**src/rtl/sha3_pkg.sv**
```systemverilog
// Shared definitions for the SHA-3 squeeze/output path.
// Contents: mode encoding, Keccak state constants, and helpers that give the rate
// (bytes per squeezed block) and the total digest length for a command.
package sha3_pkg;

    localparam int unsigned KECCAK_STATE_W = 1600;
    localparam int unsigned LANE_W         = 64;

    typedef enum logic [2:0] {
        ModeSha3_224 = 3'd0,
        ModeSha3_256 = 3'd1,
        ModeSha3_384 = 3'd2,
        ModeSha3_512 = 3'd3,
        ModeShake128 = 3'd4,
        ModeShake256 = 3'd5,
        ModeFull     = 3'd6,
        ModeRsvd     = 3'd7
    } sha3_mode_e;

    // Reserved encoding behaves exactly like SHA3-256.
    function automatic logic [7:0] rate_bytes(sha3_mode_e mode);
        case (mode)
            ModeSha3_224: rate_bytes = 8'd144;
            ModeSha3_256: rate_bytes = 8'd136;
            ModeSha3_384: rate_bytes = 8'd104;
            ModeSha3_512: rate_bytes = 8'd72;
            ModeShake128: rate_bytes = 8'd168;
            ModeShake256: rate_bytes = 8'd136;
            ModeFull:     rate_bytes = 8'd200;
            default:      rate_bytes = 8'd136;
        endcase
    endfunction

    function automatic int unsigned digest_bytes(sha3_mode_e mode, int unsigned len);
        case (mode)
            ModeSha3_224: digest_bytes = 28;
            ModeSha3_256: digest_bytes = 32;
            ModeSha3_384: digest_bytes = 48;
            ModeSha3_512: digest_bytes = 64;
            ModeShake128: digest_bytes = len;
            ModeShake256: digest_bytes = len;
            ModeFull:     digest_bytes = 200;
            default:      digest_bytes = 32;
        endcase
    endfunction

endpackage

```
**src/rtl/sha3_squeeze_stream_if.sv**
```systemverilog
// AXI4-Stream bundle carrying digest bytes out of the squeeze block.
// Signals: tdata/tkeep/tvalid/tlast driven by the master, tready by the slave.
interface sha3_squeeze_stream_if #(
    parameter int unsigned DATA_WIDTH = 64
);
    logic [DATA_WIDTH-1:0]   tdata;
    logic [DATA_WIDTH/8-1:0] tkeep;
    logic                    tvalid;
    logic                    tready;
    logic                    tlast;

    modport master (output tdata, output tkeep, output tvalid, output tlast, input tready);
    modport slave  (input tdata, input tkeep, input tvalid, input tlast, output tready);
endinterface

```
**src/rtl/sha3_beat_shifter.sv**
```systemverilog
// Rate-wide byte shift register feeding the output stream.
// Ports:
//   clk, rst   clock and synchronous active-high reset (clears the register)
//   load       capture the first `rate` bytes of load_data, zeroing the rest
//   shift      drop one beat worth of bytes (the current beat has been taken)
//   load_data  full Keccak state, stream byte k at [8k +: 8]
//   rate       number of valid bytes in a block
//   beat       current output beat, byte order set by MSB_FIRST
module sha3_beat_shifter
    import sha3_pkg::*;
#(
    parameter int unsigned DATA_WIDTH = 64,
    parameter bit          MSB_FIRST  = 1'b0
) (
    input  logic                      clk,
    input  logic                      rst,
    input  logic                      load,
    input  logic                      shift,
    input  logic [KECCAK_STATE_W-1:0] load_data,
    input  logic [7:0]                rate,
    output logic [DATA_WIDTH-1:0]     beat
);
    localparam int unsigned BEAT_BYTES  = DATA_WIDTH / 8;
    localparam int unsigned STATE_BYTES = KECCAK_STATE_W / 8;

    logic [KECCAK_STATE_W-1:0] sr_q;
    logic [KECCAK_STATE_W-1:0] masked;

    // Capacity bytes never leave the block.
    always_comb begin
        masked = '0;
        for (int k = 0; k < STATE_BYTES; k++) begin
            if (8'(k) < rate) begin
                masked[8*k +: 8] = load_data[8*k +: 8];
            end
        end
    end

    always_ff @(posedge clk) begin
        if (rst) begin
            sr_q <= '0;
        end else if (load) begin
            sr_q <= masked;
        end else if (shift) begin
            sr_q <= sr_q >> DATA_WIDTH;
        end
    end

    // Oldest byte always sits at sr_q[7:0]; only the lane placement differs.
    always_comb begin
        beat = '0;
        for (int i = 0; i < BEAT_BYTES; i++) begin
            if (MSB_FIRST) begin
                beat[DATA_WIDTH-1-8*i -: 8] = sr_q[8*i +: 8];
            end else begin
                beat[8*i +: 8] = sr_q[8*i +: 8];
            end
        end
    end

endmodule

```
**src/rtl/sha3_squeeze_stream.sv**
```systemverilog
// Streams SHA3/SHAKE digest bytes (or the raw state) from the Keccak core onto AXI4-Stream.
// Ports:
//   ACLK, ARESET          clock, synchronous active-high reset
//   cmd_valid/ready       command handshake; cmd_mode selects the function, cmd_len is
//                         the SHAKE output length in bytes
//   st_valid/ready        permuted state handshake, st_data is the 1600-bit state
//   perm_req              one-cycle request for another Keccak-f (SHAKE multi-block)
//   done                  one-cycle pulse when a command completes
//   m_axis                AXI4-Stream master carrying the digest
module sha3_squeeze_stream
    import sha3_pkg::*;
#(
    parameter int unsigned DATA_WIDTH = 64,
    parameter int unsigned LEN_W      = 16,
    parameter bit          MSB_FIRST  = 1'b0
) (
    input  logic                      ACLK,
    input  logic                      ARESET,
    input  logic                      cmd_valid,
    output logic                      cmd_ready,
    input  logic [2:0]                cmd_mode,
    input  logic [LEN_W-1:0]          cmd_len,
    input  logic                      st_valid,
    output logic                      st_ready,
    input  logic [KECCAK_STATE_W-1:0] st_data,
    output logic                      perm_req,
    output logic                      done,
    sha3_squeeze_stream_if.master     m_axis
);
    localparam int unsigned BEAT_BYTES = DATA_WIDTH / 8;
    // Full-state dumps need 200 even when LEN_W is narrow.
    localparam int unsigned CNT_W      = (LEN_W > 8) ? LEN_W : 8;

    if (!(DATA_WIDTH == 8 || DATA_WIDTH == 16 || DATA_WIDTH == 32 || DATA_WIDTH == 64))
    begin : g_bad_width
        $error("sha3_squeeze_stream: DATA_WIDTH must be 8, 16, 32 or 64");
    end

    typedef enum logic [1:0] {StIdle, StLoad, StStream} state_e;

    state_e             state_q;
    sha3_mode_e         mode_q;
    logic [CNT_W-1:0]   remaining_q;
    logic [7:0]         blk_q;
    logic               cmd_ready_q;
    logic               st_ready_q;
    logic               tvalid_q;
    logic               perm_q;
    logic               done_q;

    logic [CNT_W-1:0]      cmd_bytes;
    logic [7:0]            cur_rate;
    logic                  last_beat;
    logic                  beat_fire;
    logic                  load_fire;
    logic [BEAT_BYTES-1:0] keep;
    logic [DATA_WIDTH-1:0] beat;

    assign cmd_bytes = CNT_W'(digest_bytes(sha3_mode_e'(cmd_mode), 32'(cmd_len)));
    assign cur_rate  = rate_bytes(mode_q);
    assign last_beat = remaining_q <= CNT_W'(BEAT_BYTES);
    assign beat_fire = tvalid_q && m_axis.tready;
    assign load_fire = (state_q == StLoad) && st_valid && st_ready_q;

    always_ff @(posedge ACLK) begin
        if (ARESET) begin
            state_q     <= StIdle;
            mode_q      <= ModeSha3_224;
            remaining_q <= '0;
            blk_q       <= '0;
            cmd_ready_q <= 1'b0;
            st_ready_q  <= 1'b0;
            tvalid_q    <= 1'b0;
            perm_q      <= 1'b0;
            done_q      <= 1'b0;
        end else begin
            perm_q <= 1'b0;
            done_q <= 1'b0;
            unique case (state_q)
                StIdle: begin
                    cmd_ready_q <= 1'b1;
                    if (cmd_valid && cmd_ready_q) begin
                        if (cmd_bytes == '0) begin
                            // Zero-length SHAKE: nothing to stream, just complete.
                            done_q <= 1'b1;
                        end else begin
                            mode_q      <= sha3_mode_e'(cmd_mode);
                            remaining_q <= cmd_bytes;
                            cmd_ready_q <= 1'b0;
                            st_ready_q  <= 1'b1;
                            state_q     <= StLoad;
                        end
                    end
                end
                StLoad: begin
                    if (load_fire) begin
                        st_ready_q <= 1'b0;
                        tvalid_q   <= 1'b1;
                        blk_q      <= cur_rate;
                        state_q    <= StStream;
                    end
                end
                StStream: begin
                    if (beat_fire) begin
                        if (last_beat) begin
                            tvalid_q    <= 1'b0;
                            remaining_q <= '0;
                            done_q      <= 1'b1;
                            cmd_ready_q <= 1'b1;
                            state_q     <= StIdle;
                        end else begin
                            remaining_q <= remaining_q - CNT_W'(BEAT_BYTES);
                            blk_q       <= blk_q - 8'(BEAT_BYTES);
                            // Rate is a multiple of the beat, so blocks end on a beat boundary.
                            if (blk_q == 8'(BEAT_BYTES)) begin
                                tvalid_q   <= 1'b0;
                                perm_q     <= 1'b1;
                                st_ready_q <= 1'b1;
                                state_q    <= StLoad;
                            end
                        end
                    end
                end
                default: state_q <= StIdle;
            endcase
        end
    end

    // remaining_q exceeds the beat size on every beat but the last, giving all-ones there.
    always_comb begin
        keep = '0;
        for (int i = 0; i < BEAT_BYTES; i++) begin
            if (MSB_FIRST) begin
                keep[BEAT_BYTES-1-i] = tvalid_q && (remaining_q > CNT_W'(i));
            end else begin
                keep[i] = tvalid_q && (remaining_q > CNT_W'(i));
            end
        end
    end

    sha3_beat_shifter #(
        .DATA_WIDTH (DATA_WIDTH),
        .MSB_FIRST  (MSB_FIRST)
    ) u_shifter (
        .clk       (ACLK),
        .rst       (ARESET),
        .load      (load_fire),
        .shift     (beat_fire),
        .load_data (st_data),
        .rate      (cur_rate),
        .beat      (beat)
    );

    assign cmd_ready     = cmd_ready_q;
    assign st_ready      = st_ready_q;
    assign perm_req      = perm_q;
    assign done          = done_q;
    assign m_axis.tdata  = beat;
    assign m_axis.tkeep  = keep;
    assign m_axis.tvalid = tvalid_q;
    assign m_axis.tlast  = tvalid_q && last_beat;

endmodule

```
**src/flat_wrapper.sv**
```systemverilog
// flat-port wrapper written by rule: the top's interface ports become plain ports
module sha3_squeeze_stream_flat import sha3_pkg::*;
#(
    parameter int unsigned DATA_WIDTH = 64,
    parameter int unsigned LEN_W      = 16,
    parameter bit          MSB_FIRST  = 1'b0
)
  (ACLK, ARESET, cmd_valid, cmd_ready, cmd_mode, cmd_len, st_valid, st_ready, st_data, perm_req, done, m_axis_tdata, m_axis_tkeep, m_axis_tvalid, m_axis_tlast, m_axis_tready);
  sha3_squeeze_stream_if #(.DATA_WIDTH(DATA_WIDTH)) m_axis_i ();
  input  logic ACLK;
  input  logic ARESET;
  input  logic cmd_valid;
  output logic cmd_ready;
  input  logic [2:0] cmd_mode;
  input  logic [LEN_W-1:0] cmd_len;
  input  logic st_valid;
  output logic st_ready;
  input  logic [KECCAK_STATE_W-1:0] st_data;
  output logic perm_req;
  output logic done;
  output wire logic [$bits(m_axis_i.tdata)-1:0] m_axis_tdata;
  output wire logic [$bits(m_axis_i.tkeep)-1:0] m_axis_tkeep;
  output wire logic [$bits(m_axis_i.tvalid)-1:0] m_axis_tvalid;
  output wire logic [$bits(m_axis_i.tlast)-1:0] m_axis_tlast;
  input wire logic [$bits(m_axis_i.tready)-1:0] m_axis_tready;
  assign m_axis_tdata = m_axis_i.tdata;
  assign m_axis_tkeep = m_axis_i.tkeep;
  assign m_axis_tvalid = m_axis_i.tvalid;
  assign m_axis_tlast = m_axis_i.tlast;
  assign m_axis_i.tready = m_axis_tready;
  sha3_squeeze_stream #(.DATA_WIDTH(DATA_WIDTH), .LEN_W(LEN_W), .MSB_FIRST(MSB_FIRST)) u_core (.ACLK(ACLK), .ARESET(ARESET), .cmd_valid(cmd_valid), .cmd_ready(cmd_ready), .cmd_mode(cmd_mode), .cmd_len(cmd_len), .st_valid(st_valid), .st_ready(st_ready), .st_data(st_data), .perm_req(perm_req), .done(done), .m_axis(m_axis_i));
endmodule
```
**config.mk**
```make
export PLATFORM = sky130hd
export DESIGN_NAME = sha3_squeeze_stream_flat
export DESIGN_NICKNAME = d
export VERILOG_FILES = /design/src/rtl/sha3_pkg.sv /design/src/rtl/sha3_squeeze_stream_if.sv /design/src/rtl/sha3_beat_shifter.sv /design/src/rtl/sha3_squeeze_stream.sv /design/src/flat_wrapper.sv
export SDC_FILE = /design/constraint.sdc
export NUM_CORES = 2
export LEC_CHECK = 0
export ABC_AREA = 1
export CAP_MARGIN = 10
export CELL_PAD_IN_SITES_DETAIL_PLACEMENT = 1
export CELL_PAD_IN_SITES_GLOBAL_PLACEMENT = 1
export CORE_AREA = 3 3 658 660
export CTS_BUF_LIST = sky130_fd_sc_hd__clkbuf_8
export DETAILED_ROUTE_END_ITERATION = 6
export DIE_AREA = 0 0 661 663
export PLACE_DENSITY_LB_ADDON = 0.1
export SYNTH_ARGS = -nofsm -noshare
export SYNTH_HDL_FRONTEND = slang
export SYNTH_SLANG_ARGS = --single-unit
```
**constraint.sdc**
```tcl
create_clock -name ACLK -period 2.1 [get_ports ACLK]
set_clock_uncertainty 0.2 [all_clocks]
set_input_delay 0.63 -clock ACLK [delete_from_list [all_inputs] [get_ports ACLK]]
set_output_delay 0.63 -clock ACLK [all_outputs]
set_load 0.005 [all_outputs]
```
After elaboration in Yosys (flattened, before gate mapping). Index checks and enable logic that the tools add are counted. Widths: inputs -> output; s select.

Reductions and logical operators: 30. Equality and inequality tests: 20. Divide/modulo/power cells: 0. Multipliers: 0. Multiplexer cells: 242. Shift operators: 0. $add $sub $neg: 2. Bitwise gates (word level): 3. Magnitude comparators: 209.

Operators with widths (count): $mux 1600 (2); $mux 8 (203); $lt 8x8->1 const A (72); $lt 7x8->1 const A (64); $lt 6x8->1 const A (32); $lt 5x8->1 const A (16); $pmux 16 s5 (1); $gt 16x3->1 const B (4); $lt 4x8->1 const A (8); $mux 16 (4); $pmux 8 s5 (1); $gt 16x1->1 const B (2); $gt 16x2->1 const B (2); $lt 3x8->1 const A (4); $pmux 16 s2 (1); $mux 1 (18); $le 16x4->1 const B (1); $logic_not 16->1 (1); $lt 1x8->1 const A (2); $lt 2x8->1 const A (2); $pmux 8 s2 (1); $sub 16x4->16 const B (1); $eq 3x3->1 const B (5); $logic_and 1x1->1 (13); other kinds (23) (46).

Bits in latches: 0. Word-level logic and storage cells: 516. Bits in registers: 1634. Bits of input ports: 1624. Output and inout port bits: 78. Memory bits (read-only): 0. Memories: 0. Bits in writable memories: 0.

Logic depth before layout (Yosys ltp).
Depth in word-level cells: 7. Gate-level depth with buffers: 13. Gate-level depth less buffers: 11.

Modules after synthesis. A second synthesis with hierarchy kept.

Cell total of the unflattened synthesis: 11071. Area, all modules: 77844.7 sq um.

By module, submodules not included: sha3_beat_shifter (seq. area each 32030.7 sq um, area each 75462.4 sq um, instances 1, cells each 10667); sha3_squeeze_stream (seq. area each 620.6 sq um, area each 2382.3 sq um, instances 1, cells each 404).

Worst setup path after synthesis. No wires, ideal clock.

Path type: input -> register. From: input cmd_mode[1]. To: register u_core.remaining_q[14]. Slack: 0.020 ns. Required time: 1.787 ns. Arrival: 1.767 ns. Buffers on the path: 2. Cell stages on the path: 12. Library setup time: 0.113 ns. Cells stage by stage: inv_2 -> buf_4 -> nand2_2 -> o21ai_0 -> nand3_1 -> nor2_1 -> nand3_2 -> nand3_2 -> buf_6 -> nand2_1 -> nand2_1 -> nor2_1.

Word-level cells in the longest chain between the ends: 6. Elaborated cells on any way between the ends: 14. Classes of those cells: eq/ne (6); mux (4); reduce/logical (4).

Ends and longest elaborated chain: from (decl) (line flat_wrapper.sv:14) `input logic [2:0] cmd_mode;`; $eq 3x3->1 (line sha3_pkg.sv:35) `case (mode)`; $reduce_or 2->1 (no source line); $pmux 16 s5 * (line sha3_pkg.sv:35); $logic_not 16->1 / $mux 16 (equally long branches) (line sha3_squeeze_stream.sv:83) `if (cmd_bytes == '0) begin`; $ne 2x2->1 (no source line) / $mux 16 (equally long branches); $reduce_and 4->1 (no source line) / $pmux 16 s2 (equally long branches); to (signal assigned) (line sha3_squeeze_stream.sv:88) `remaining_q <= cmd_bytes;`; to (signal assigned) (line sha3_squeeze_stream.sv:112) `remaining_q <= remaining_q - CNT_W'(BEAT_BYTES);`; to (decl) (line sha3_squeeze_stream.sv:43) `logic [CNT_W-1:0] remaining_q;`.

Mark *: on every way between the ends. The rest lies on a longest branch, timed or not. The select of a mux whose other input is x is not followed. A chain may end at the register's enable or synchronous reset.

Worst setup path in the final report.
From: register u_core.remaining_q[9]. To: output m_axis_tkeep[4].

Word-level cells in the longest chain between the ends: 2.

Ends and longest elaborated chain: $gt 16x3->1 (line sha3_squeeze_stream.sv:136) `keep[i] = tvalid_q && (remaining_q > CNT_W'(i));`; $logic_and 1x1->1 (line sha3_squeeze_stream.sv:136); to (decl) (line flat_wrapper.sv:22) `output wire logic [$bits(m_axis_i.tkeep)-1:0] m_axis_tkeep;`.

No other way between the ends.

==> flow_summary.yaml <==
route:
  drt_pass1_iterations: 7
  antenna_left: 0
  via_per_inst: 4.553
  drt_iter0_drc: 4916
  drc: 0
  num_vias: 85470
  wl_um: 516000
  drt-wirelength-per-cell_um: 27.49
critical_path:
  r2r-start: "u_core.m_axis.tvalid"
  cp-end-kind: "output pin"
  critPathArrivalTime_ns: 2.45
  r2r_slack_ns: -0.49
  cp_max_fo: 3
  cp.required_ns: 1.27
  ff2ff_path_depth: 14
  critical_path_class: "flip-flop to output pin"
  rr_endpoint: "u_core.u_shifter.sr_q[1099]"
  worstSetupStartpointType: "flip-flop"
layout:
  layout-drive-gt1-share: 0.1481
  final_cell_mix: "2421 x nand2_1, 1622 x clkdlybuf4s50_1, 1549 x dfxtp_1, 1429 x nand3_1, 1401 x dlygate4sd3_1"
  multi_input_area_sq_mm: 0.03296
  layout.cells.non_filler: 18773
  seq_area_sq_mm: 0.03277
  nFillCells: 49693
  nets: 14331
  area_delta_synth_final_pct: 80.99
  layout_commonest_cell: "nand2_1"
sta:
  setup_slack_ns: -1.178
  fin_crit_sh: 1.561
  worst_pin_slew_ns: 0.8810
  fmax_mhz: 305.1
  rsz0062_at_grt: "yes"
  drv_slew: 0
  period_minus_slack_ns: 3.278
  maxSlewHeadroom: 0.4127
  whs_ns: 0.1079
  setup_tns_ns: -504.44
  final-hold-violation-count: 0
  finalSetupViolCount: 1701
clock_network:
  cts_root_buffer: "clkbuf_8"
  path_clk_slew_ns: 0.06
  clock_sinks: 1631
  cts_buffers: 349
  cts_max_level: 5
  cts_tree: "built"
  clockBufferDepth: 4
  clk-insertion-delay-late_ns: 1.09
floorplan:
  ioPinCount: 1702
  die_area_sq_mm: 0.4382
  core_region_area_sq_mm: 0.4273
  start_util: 0.1625
  dieWidth_um: 661
  die_h_um: 663
  num_rows: 240
synthesis:
  synth_warnings: 0
  synth_nets: 10847
  synth_cells: 9220
  syn_area_sq_mm: 0.06942
  syn_area_per_cell_sq_um: 7.529
  ys_seq_elements: 1631
  ys_types: 32
  seq_area_frac_synth: 0.4703
flow_run:
  drv_cap: 0
outcome:
  violations: "setup timing"
  status: "finished, violations left"
global_routing:
  grt_max_degree: 142
  overflow: 0
  antenna_found_initial: 230
  grt_first_pass_wirelength_um: 696800
  grtUsageTotal: 0.2200
  grt_pass1_vias: 90567
power_and_ir_drop:
  power-per-cell-area_mw_per_mm2: 771.7
  leakagePower_nw: 42.61
  ir_worst_vdd_uv: 417.3
placement:
  placed_cells: 16384
  dp.final_hpwl_um: 387300
  portBuffers: 1701
  gp_congestion: 0.8498
  dpl_worst_slack_ns: -1.103
hold_path:
  min_path_cells: 3
  min_from: "st_data[676]"
  hold_class: "primary input to flip-flop"
  hold_path_end: "u_core.u_shifter.sr_q[676]"
power breakdown:
| part | total [mW] | switching (mW) | internal [mW] |
|---|---|---|---|
| sequential | 35.4 | 2.08 | 33.3 |
| combinational | 26.2 | 13.3 | 12.9 |
| clock | 35.4 | 16.4 | 19.0 |
final cells by class:
class                   instances  area share
clock inverters               161    0.006712
diodes                        135    0.002689
inverters                      59    0.002669
multi-input cells            6497      0.2623
clock buffers                 437     0.04787
repair inverters                2   0.0001394
well taps                    5687     0.05663
repair buffers               4164      0.3602
flip-flops and latches       1631      0.2608
kinds of logic after synthesis:
| family | count (synthesis) | synth area share |
|---|---|---|
| AOI/OAI and AO/OA | 2297 | 0.1982 |
| xor gates and xnor gates | 9 | 0.001136 |
| adders and majority gates | 3 | 0.0005408 |
| buffers and inverters | 1092 | 0.06979 |
| DFF | 1631 | 0.4703 |
| and+or+nand+nor | 4188 | 0.2600 |
cell usage after synthesis (all sizes together):
cell    instances  area, sq um
nand2        2469         9270
dfxtp        1631        32650
nand3        1440         7222
a31oi        1281         8014
clkbuf        582         2185
buf           451         2439
o21ai         405         2027
a21oi         344         1722
nand4         196         1226
a22oi         193         1449
nor2           79        304.0
o211ai         66        495.5
inv            56        210.2
xor2            8        70.07
o22ai           5        31.28
clkinv          3        11.26
ha              3        37.54
nor3            2        10.01
a32oi           1        8.760
nand3b          1        7.510
nor4            1        6.260
o21bai          1        7.510
o31ai           1        7.510
xnor2           1        8.760
what timing repair did:
| item | CTS | global route |
|---|---|---|
| gates resized for setup | 659 | 376 |
| hold endpoints to repair | 1504 | 0 |
| setup buffers | 90 | 73 |
| cloned | 54 | 60 |
| hold buffers | 1401 | 0 |
| setup endpoints to repair | 1696 | 1703 |
| pin swaps | 63 | 55 |
registers in the layout (all words and copies together) (netlist names):
signal	flops
u_core.u_shifter.sr_q	1600
u_core.remaining_q	16
u_core.blk_q	5
u_core.mode_q	3
u_core.state_q	2
u_core.cmd_ready	1
u_core.done	1
u_core.m_axis.tvalid	1
u_core.perm_req	1
u_core.st_ready	1
critical path: stages, from the launching register on:
cell	delay, ns
dfxtp_2	0.35
buf_4	0.14
nor2_4	0.04
nand3_2	0.07
nor3_2	0.04
buf_4	0.13
buf_4	0.13
a31oi_4	0.32
buf_6	0.16
worst max path at each step:
stage | start | end | depth (start not counted)
after global placement | m_axis_tready | u_core.u_shifter.sr_q[1561] | 10
after global routing | u_core.remaining_q[4] | m_axis_tkeep[2] | 9
after CTS | u_core.remaining_q[9] | m_axis_tkeep[6] | 9
after floorplan | cmd_mode[1] | u_core.remaining_q[14] | 12
final | u_core.remaining_q[9] | m_axis_tkeep[4] | 8
after detailed placement | m_axis_tready | u_core.u_shifter.sr_q[1559] | 10
stage by stage:
| step | util | instance area (sq um) | total power [mW] |
|---|---|---|---|
| finish | 0.2940 | 125600 | 96.96 |
| global route | 0.2936 | 125500 | 101.8 |
| CTS | 0.2861 | 122200 | 96.54 |
| detailed placement | 0.2295 | 98060 | 55.52 |
| global placement | 0.2295 | 98060 | 55.32 |
| floorplan | - | 69420 | 43.49 |
metal layers:
layer  global-route usage  up-vias  part of all wire
li1                     -    39953                 -
met1               0.2510    42379              0.40
met2               0.4157     2295              0.52
met3              0.03372      777             0.042
met4              0.06565       66             0.033
met5                    0        -           0.00080
Note: power is estimated with default switching activity, not from simulation.
